### src/rtl/l1a_tail_builder_if.sv
// Trailer-builder bus: checker status and L1A number in, trailer word stream out.
// The master side is the checker/FIFO-writer environment; the slave side is the builder.
interface l1a_tail_builder_if;
    logic        strt_tail;
    logic        data_ce;
    logic        do_err;
    logic        noend_error;
    logic        missing_dat;
    logic [23:0] l1a_num;
    logic        out_rdy;
    logic [15:0] tail_data;
    logic        tail_vld;
    logic        tail_last;
    logic        tail_busy;
    logic        tail_done;
    logic        tail_drop;

    modport master (
        output strt_tail, data_ce, do_err, noend_error, missing_dat, l1a_num, out_rdy,
        input  tail_data, tail_vld, tail_last, tail_busy, tail_done, tail_drop
    );

    modport slave (
        input  strt_tail, data_ce, do_err, noend_error, missing_dat, l1a_num, out_rdy,
        output tail_data, tail_vld, tail_last, tail_busy, tail_done, tail_drop
    );
endinterface

### src/rtl/l1a_tail_builder.sv
// Accumulates per-event word/error statistics, snapshots them on STRT_TAIL and
// streams the 4-word DMB event trailer over a valid/ready handshake.
module l1a_tail_builder (
    input  logic                  clk_i,
    input  logic                  rst_b_i,
    l1a_tail_builder_if.slave     bus
);

    typedef enum logic [2:0] {
        IDLE  = 3'd0,
        SEND0 = 3'd1,
        SEND1 = 3'd2,
        SEND2 = 3'd3,
        SEND3 = 3'd4,
        DONE  = 3'd5
    } state_t;

    state_t      state_q;

    logic [11:0] wc_q, wc_d;
    logic [3:0]  ec_q, ec_d;
    logic        noend_q, noend_d;
    logic        miss_q, miss_d;
    logic        ovf_q, ovf_d;
    logic        do_err_prev_q;

    logic [11:0] snap_l1a_hi_q;
    logic [11:0] snap_wc_q;
    logic [3:0]  snap_ec_q;
    logic        snap_noend_q;
    logic        snap_miss_q;
    logic        snap_ovf_q;

    logic [15:0] tail_data_q;
    logic        tail_vld_q;
    logic        tail_last_q;
    logic        tail_busy_q;
    logic        tail_done_q;
    logic        tail_drop_q;

    logic        snap_take;
    logic        wc_sat;
    logic        err_edge;

    assign snap_take = bus.strt_tail && (state_q == IDLE);

    // Updated statistics including this cycle's inputs; the snapshot latches these.
    always_comb begin
        wc_sat   = (wc_q == 12'hFFF);
        err_edge = bus.do_err && !do_err_prev_q && (ec_q != 4'hF);
        wc_d     = wc_q + {11'd0, (bus.data_ce && !wc_sat)};
        ovf_d    = ovf_q | (bus.data_ce & wc_sat);
        ec_d     = ec_q + {3'd0, err_edge};
        noend_d  = noend_q | bus.noend_error;
        miss_d   = miss_q | bus.missing_dat;
    end

    always_ff @(posedge clk_i or negedge rst_b_i) begin
        if (!rst_b_i) begin
            wc_q          <= '0;
            ec_q          <= '0;
            noend_q       <= 1'b0;
            miss_q        <= 1'b0;
            ovf_q         <= 1'b0;
            do_err_prev_q <= 1'b0;
            snap_l1a_hi_q <= '0;
            snap_wc_q     <= '0;
            snap_ec_q     <= '0;
            snap_noend_q  <= 1'b0;
            snap_miss_q   <= 1'b0;
            snap_ovf_q    <= 1'b0;
        end else begin
            do_err_prev_q <= bus.do_err;
            if (snap_take) begin
                snap_l1a_hi_q <= bus.l1a_num[23:12];
                snap_wc_q     <= wc_d;
                snap_ec_q     <= ec_d;
                snap_noend_q  <= noend_d;
                snap_miss_q   <= miss_d;
                snap_ovf_q    <= ovf_d;
                wc_q          <= '0;
                ec_q          <= '0;
                noend_q       <= 1'b0;
                miss_q        <= 1'b0;
                ovf_q         <= 1'b0;
            end else begin
                wc_q    <= wc_d;
                ec_q    <= ec_d;
                noend_q <= noend_d;
                miss_q  <= miss_d;
                ovf_q   <= ovf_d;
            end
        end
    end

    // W0 comes straight from L1A_NUM because the snapshot lands on the same edge.
    always_ff @(posedge clk_i or negedge rst_b_i) begin
        if (!rst_b_i) begin
            state_q     <= IDLE;
            tail_data_q <= '0;
            tail_vld_q  <= 1'b0;
            tail_last_q <= 1'b0;
            tail_busy_q <= 1'b0;
            tail_done_q <= 1'b0;
            tail_drop_q <= 1'b0;
        end else begin
            tail_done_q <= 1'b0;
            tail_drop_q <= bus.strt_tail && (state_q != IDLE);
            case (state_q)
                IDLE: begin
                    if (bus.strt_tail) begin
                        state_q     <= SEND0;
                        tail_data_q <= {4'hF, bus.l1a_num[11:0]};
                        tail_vld_q  <= 1'b1;
                        tail_busy_q <= 1'b1;
                    end
                end
                SEND0: begin
                    if (bus.out_rdy) begin
                        state_q     <= SEND1;
                        tail_data_q <= {4'hF, snap_l1a_hi_q};
                    end
                end
                SEND1: begin
                    if (bus.out_rdy) begin
                        state_q     <= SEND2;
                        tail_data_q <= {4'hE, snap_ec_q, snap_noend_q, snap_miss_q,
                                        snap_ovf_q, 5'b0};
                    end
                end
                SEND2: begin
                    if (bus.out_rdy) begin
                        state_q     <= SEND3;
                        tail_data_q <= {4'hE, snap_wc_q};
                        tail_last_q <= 1'b1;
                    end
                end
                SEND3: begin
                    if (bus.out_rdy) begin
                        state_q     <= DONE;
                        tail_data_q <= '0;
                        tail_vld_q  <= 1'b0;
                        tail_last_q <= 1'b0;
                        tail_done_q <= 1'b1;
                    end
                end
                DONE: begin
                    state_q     <= IDLE;
                    tail_busy_q <= 1'b0;
                end
                default: begin
                    state_q     <= IDLE;
                    tail_data_q <= '0;
                    tail_vld_q  <= 1'b0;
                    tail_last_q <= 1'b0;
                    tail_busy_q <= 1'b0;
                end
            endcase
        end
    end

    assign bus.tail_data = tail_data_q;
    assign bus.tail_vld  = tail_vld_q;
    assign bus.tail_last = tail_last_q;
    assign bus.tail_busy = tail_busy_q;
    assign bus.tail_done = tail_done_q;
    assign bus.tail_drop = tail_drop_q;

endmodule
### src/flat_wrapper.sv
// flat-port wrapper written by rule: the top's interface ports become plain ports
module l1a_tail_builder_flat 
  (clk_i, rst_b_i, bus_strt_tail, bus_data_ce, bus_do_err, bus_noend_error, bus_missing_dat, bus_l1a_num, bus_out_rdy, bus_tail_data, bus_tail_vld, bus_tail_last, bus_tail_busy, bus_tail_done, bus_tail_drop);
  l1a_tail_builder_if bus_i ();
  input  logic clk_i;
  input  logic rst_b_i;
  input wire logic [$bits(bus_i.strt_tail)-1:0] bus_strt_tail;
  input wire logic [$bits(bus_i.data_ce)-1:0] bus_data_ce;
  input wire logic [$bits(bus_i.do_err)-1:0] bus_do_err;
  input wire logic [$bits(bus_i.noend_error)-1:0] bus_noend_error;
  input wire logic [$bits(bus_i.missing_dat)-1:0] bus_missing_dat;
  input wire logic [$bits(bus_i.l1a_num)-1:0] bus_l1a_num;
  input wire logic [$bits(bus_i.out_rdy)-1:0] bus_out_rdy;
  output wire logic [$bits(bus_i.tail_data)-1:0] bus_tail_data;
  output wire logic [$bits(bus_i.tail_vld)-1:0] bus_tail_vld;
  output wire logic [$bits(bus_i.tail_last)-1:0] bus_tail_last;
  output wire logic [$bits(bus_i.tail_busy)-1:0] bus_tail_busy;
  output wire logic [$bits(bus_i.tail_done)-1:0] bus_tail_done;
  output wire logic [$bits(bus_i.tail_drop)-1:0] bus_tail_drop;
  assign bus_i.strt_tail = bus_strt_tail;
  assign bus_i.data_ce = bus_data_ce;
  assign bus_i.do_err = bus_do_err;
  assign bus_i.noend_error = bus_noend_error;
  assign bus_i.missing_dat = bus_missing_dat;
  assign bus_i.l1a_num = bus_l1a_num;
  assign bus_i.out_rdy = bus_out_rdy;
  assign bus_tail_data = bus_i.tail_data;
  assign bus_tail_vld = bus_i.tail_vld;
  assign bus_tail_last = bus_i.tail_last;
  assign bus_tail_busy = bus_i.tail_busy;
  assign bus_tail_done = bus_i.tail_done;
  assign bus_tail_drop = bus_i.tail_drop;
  l1a_tail_builder u_core (.clk_i(clk_i), .rst_b_i(rst_b_i), .bus(bus_i));
endmodule
### config.mk
export PLATFORM = sky130hd
export DESIGN_NAME = l1a_tail_builder_flat
export DESIGN_NICKNAME = d
export VERILOG_FILES = /design/src/rtl/l1a_tail_builder_if.sv /design/src/rtl/l1a_tail_builder.sv /design/src/flat_wrapper.sv
export SDC_FILE = /design/constraint.sdc
export NUM_CORES = 1
export LEC_CHECK = 0
export ABC_AREA = 1
export CORE_MARGIN = 2
export CORE_UTILIZATION = 35
export CTS_CLUSTER_SIZE = 10
export DETAILED_ROUTE_END_ITERATION = 16
export SYNTH_ARGS = -nofsm -noshare
export SYNTH_HDL_FRONTEND = slang
export SYNTH_SLANG_ARGS = --single-unit
### constraint.sdc
create_clock -name clk_i -period 4.29 [get_ports clk_i]
set_input_delay 0.6435 -clock clk_i [delete_from_list [all_inputs] [get_ports clk_i]]
set_output_delay 0.6435 -clock clk_i [all_outputs]
set_load 0.03 [all_outputs]
# After elaboration in Yosys (flattened, before gate mapping)
# Index checks and enable logic that the tools add are counted.
# totals
register_bits	75
latchBits	0
mem_bits_rw	0
rom_bits	0
in_bits	32
out_inout_bits	21
memories	0
# classes
add_sub_neg	2
n_mul	0
div_mod_pow	0
order_cmp	0
n_eq_ne	12
shift	0
n_mux	25
n_bitwise	8
reduce_logical	17
# op_table
operator	n
$pmux W16 S6	1
$mux W16	5
$mux W3	5
$pmux W3 S5	1
$add A12 B1 Y12	1
$eq A12 B12 Y1 const B	1
$mux W12	1
$reduce_or A4 Y1	3
$ne A2 B2 Y1 const B	5
$mux W1	8
$eq A3 B2 Y1 const B	2
$eq A3 B3 Y1 const B	2
$pmux W1 S3	2
$reduce_and A3 Y1	2
$reduce_and A6 Y1	1
$logic_and A1 B1 Y1	5
$reduce_and A5 Y1	1
$add A4 B1 Y4	1
$mux W4	1
$ne A4 B4 Y1 const B	1
$not A1 Y1	4
$eq A3 B1 Y1 const B	1
$logic_not A3 Y1	1
$or A1 B1 Y1	3
other kinds (5)	6

# Depth between registers and ports, before layout
# logic_depth
word_depth	5
depth_mapped	13

# Worst setup path before layout
# OpenSTA, ideal clock, no wires.
# synth_path
path_kind	input to register
from	input port bus_data_ce
to	register u_core.snap_wc_q[8]
arrival_time_ps	1696
required_time_ps	4173
path_slack_ps	2477
stages	10
path_buffers	0
path_cell_list	nand2_1 inv_1 ha_1 ha_1 inv_1 nor2_1 nand2_1 xor2_1 nand2_1 nand2_1
# synth_between
elab_chain_len	2
# synth_rtl
item	line_no	text
from (decl)	flat_wrapper.sv:8	input wire logic [$bits(bus_i.data_ce)-1:0] bus_data_ce;
$logic_and A1 B1 Y1	l1a_tail_builder.sv:51	wc_d = wc_q + {11'd0, (bus.data_ce && !wc_sat)};
$add A12 B1 Y12	l1a_tail_builder.sv:51	
to (signal assigned)	l1a_tail_builder.sv:76	snap_wc_q <= wc_d;
to (decl)	l1a_tail_builder.sv:28	logic [11:0] snap_wc_q;
# Every way passes these cells.
# A chain may end at the register's enable or synchronous reset.

# Final worst setup path
# layout_path
from	register u_core.state_q[2]
to	register u_core.wc_q[7]
# layout_between
elab_chain_len	3
# layout_rtl
item	line_no	text
from (decl)	l1a_tail_builder.sv:18	state_t state_q;
from (signal assigned)	l1a_tail_builder.sv:99	state_q <= IDLE;
from (signal assigned)	l1a_tail_builder.sv:112	state_q <= SEND0;
from (signal assigned)	l1a_tail_builder.sv:120	state_q <= SEND1;
$logic_not A3 Y1	l1a_tail_builder.sv:45	assign snap_take = bus.strt_tail && (state_q == IDLE);
$logic_and A1 B1 Y1	l1a_tail_builder.sv:45	
$mux W12	l1a_tail_builder.sv:74	if (snap_take) begin
to (signal assigned)	l1a_tail_builder.sv:87	wc_q <= wc_d;
to (decl)	l1a_tail_builder.sv:20	logic [11:0] wc_q, wc_d;
# Every way passes these cells.

==> flow_summary_export.csv <==
group,metric,value,unit
yosys,synth-seq-cells,73,
setup_path,endpoint_kind,"flop",
setup_path,rrSetupSlack,1.78,ns
yosys,synthTopCellsByArea,"dfrtp_1 (52%), nand2_1 (21%), nand3_1 (4.3%), inv_1 (3.6%), nor2_1 (2.9%)",
cells_and_area,fin_nets,534,
yosys,syn_area,0.00351,mm^2
floorplan,num_rows,36,
clocking,htree_levels,3,
clocking,clkLatencyLatePin,0.34,ns
floorplan,die_w,104,um
power_and_ir_drop,ir_drop,0.220,mV
sta,fin_crit_sh,0.586,
setup_path,crit_fanout,42,
clocking,postCtsSetupRepairBufs,0,
yosys,synth-edff-count,0,
global_routing,grt_first_pass_wirelength,13200,um
drt,num_vias,2883,
global_routing,grt_util_all_layers,0.149,
setup_path,crit_path_start_kind,"flop",
yosys,netlist_instances,450,
power_and_ir_drop,pwr-share-seq,0.371,
global_routing,grt_remaining_overflow,0,
sta,setup_viol,0,
yosys,ys_seq_area_frac,0.520,
yosys,yosysTopAreaCellShare,0.520,
power_and_ir_drop,p_comb_frac,0.421,
global_routing,grt_pass1_vias,2759,
sta,hold_violations,0,
placement,gp_congestion,0.846,
placement,portBuffers,52,
power_and_ir_drop,p_sw,1.19,mW
drt,drtIter0Drc,138,
clocking,cts_buffer_depth,2,
drt,dr.pass1.iters,4,
outcome,status,"finished, final reports clean",
yosys,synth_flop_cell,"dfrtp_1",
power_and_ir_drop,internal_power,1.66,mW
sta,holdWs,0.473,ns
floorplan,dieArea,0.0108,mm^2
floorplan,die_y,104,um
setup_path,crit_required,4.53,ns
clocking,cts_made_buffers,9,
sta,maxSlewHeadroom,0.395,
clocking,clk_pin_slew_worst_paths,0.08,ns
sta,period_needed,2.51,ns
job,drv_cap,0,
setup_path,arrival,2.75,ns
clocking,ctsResizeCount,0,
floorplan,start_util,0.359,
global_routing,grt_max_degree,74,
global_routing,antenna_found_initial,0,
clocking,cts_tree,"done",
sta,worst_slew_pin_slew,0.908,ns
yosys,ys_warn_count,0,
power_and_ir_drop,power_leakage,2.20,nW
yosys,async_reset_ff_frac,1.00,
cells_and_area,final_core_util,0.442,
sta,setup_slack,1.78,ns
clocking,holdBufCountCts,0,
setup_path,slowest_stage,"dfrtp_1",
clocking,clock_sinks,73,
setup_path,rr_startpoint,"u_core.state_q[2]",
setup_path,cp_num_buf_inv,1,
worst_hold_path,hp-class,"reg2reg",
drt,vias_per_cell,4.53,
setup_path,max_stage_delay,0.50,ns
yosys,synth_area_leader_cell,"dfrtp_1",
worst_hold_path,hp-start,"u_core.bus.tail_last",
yosys,syn_nets,486,
clocking,root_buffer,"clkbuf_8",
power_and_ir_drop,p_sw_frac,0.417,
sta,fmax,398,MHz
sta,skew,0.00799,ns
drt,ant_nets,0,
floorplan,coreArea,0.00977,mm^2
setup_path,critPathKind,"reg2reg",
placement,place_ws,1.70,ns
sta,fin_tns_setup,0,ns
drt,wl_per_cell,11.9,um
yosys,synth_cell_types,25,
cells_and_area,mostFrequentLayoutCells,"nand2_1 (200), dfrtp_1 (73), clkdlybuf4s50_1 (51)",
power_and_ir_drop,clkPwrFrac,0.208,
setup_path,path_cells,"nor2_2 > nand2_1 > nor2_4 > inv_2 > and2_1",
cells_and_area,n_antenna_cell,0,
yosys,syn_avg_cell_area,7.80,um^2
drt,routed_wl,7550,um
floorplan,io_pins,53,
setup_path,critPathLaunch,"u_core.state_q[2]",
cells_and_area,drive_above_1_share,0.0875,
cells_and_area,layout_commonest_cell,"nand2_1",
setup_path,crit_family,"simple AND/OR/NAND/NOR gates",
power_and_ir_drop,p_per_area,660,mW/mm^2
sta,rsz0062_at_grt,"false",
cells_and_area,syn_to_final_growth,23.1,%
placement,hpwl,5330,um
drt,drc,0,
sta,final-max-slew-violation-count,0,
per-stage QoR:
stage	cells	power (mW)	cell area [um^2]
floorplan	450	1.94	3510
global placement	620	2.26	4100
detailed placement	620	2.28	4100
CTS	636	2.89	4320
global route	636	3.08	4320
finish	636	2.85	4320
logic make-up after synthesis:
| kind of cell | Yosys count | share of synthesized area |
|---|---|---|
| AOI/OAI and AO/OA | 24 | 0.0389 |
| xor gates and xnor gates | 8 | 0.0200 |
| adders and majority gates | 4 | 0.0143 |
| buffers and inverters | 65 | 0.0816 |
| DFF | 73 | 0.520 |
| and+or+nand+nor | 276 | 0.325 |
worst min-delay path, delay by kind of cell, from the launching register on:
| kind | cells | cell delay (ns) |
|---|---|---|
| AND/OR/NAND/NOR | 2 | 0.10 |
| flip-flops | 1 | 0.34 |
metal layers:
metal	wire length, um	global-route usage
met1	3880	0.213
met2	3230	0.228
met5	0	0
met3	323	0.0219
met4	116	0.0589
worst paths after layout:
check | endpoint | depth (start not counted)
min in group asynchronous | u_core.bus.tail_busy | 2
worst min-delay path | u_core.bus.tail_last | 2
worst min register to register | u_core.bus.tail_last | 2
max in group asynchronous | u_core.wc_q[5] | 2
worst max-delay path | u_core.wc_q[7] | 5
worst max register to register | u_core.wc_q[7] | 5
cell usage after synthesis (2+ instances only):
| library cell | instances |
|---|---|
| nand2_1 | 200 |
| dfrtp_1 | 73 |
| inv_1 | 34 |
| nand3_1 | 30 |
| nor2_1 | 27 |
| inv_2 | 14 |
| o21ai_1 | 14 |
| buf_2 | 10 |
| nand4_1 | 8 |
| buf_4 | 6 |
| xor2_1 | 6 |
| ha_1 | 4 |
| nand2_2 | 3 |
| nor2_2 | 3 |
| nor2_4 | 3 |
| o21ai_0 | 3 |
| a21oi_1 | 2 |
| o21bai_1 | 2 |
| xnor2_1 | 2 |
layout make-up:
| cell class | instances | area, um^2 |
|---|---|---|
| clock buffer | 9 | 124 |
| inverter | 48 | 180 |
| timing repair buffer | 54 | 531 |
| clock inverter | 7 | 95.1 |
| sequential | 73 | 1830 |
| tap | 133 | 166 |
| multi-input combinational | 312 | 1400 |
| fill | 1026 | 5460 |
power groups by stage:
stage | Clock, mW | Sequential, mW | Combinational (mW)
CTS | 0.612 | 1.06 | 1.22
detailed placement | 0 | 1.07 | 1.21
finish | 0.593 | 1.06 | 1.20
floorplan | 0 | 1.17 | 0.772
global route | 0.638 | 1.09 | 1.35
global placement | 0 | 1.06 | 1.19
registers in the layout, summed over array words and instances, names as in the netlist:
| name | flops |
|---|---|
| u_core.bus.tail_busy | 1 |
| u_core.bus.tail_data | 14 |
| u_core.bus.tail_done | 1 |
| u_core.bus.tail_drop | 1 |
| u_core.bus.tail_last | 1 |
| u_core.bus.tail_vld | 1 |
| u_core.do_err_prev_q | 1 |
| u_core.ec_q | 4 |
| u_core.miss_q | 1 |
| u_core.noend_q | 1 |
| u_core.ovf_q | 1 |
| u_core.snap_ec_q | 4 |
| u_core.snap_l1a_hi_q | 12 |
| u_core.snap_miss_q | 1 |
| u_core.snap_noend_q | 1 |
| u_core.snap_ovf_q | 1 |
| u_core.snap_wc_q | 12 |
| u_core.state_q | 3 |
| u_core.wc_q | 12 |
No activity file was read; power rests on OpenSTA's default activity.
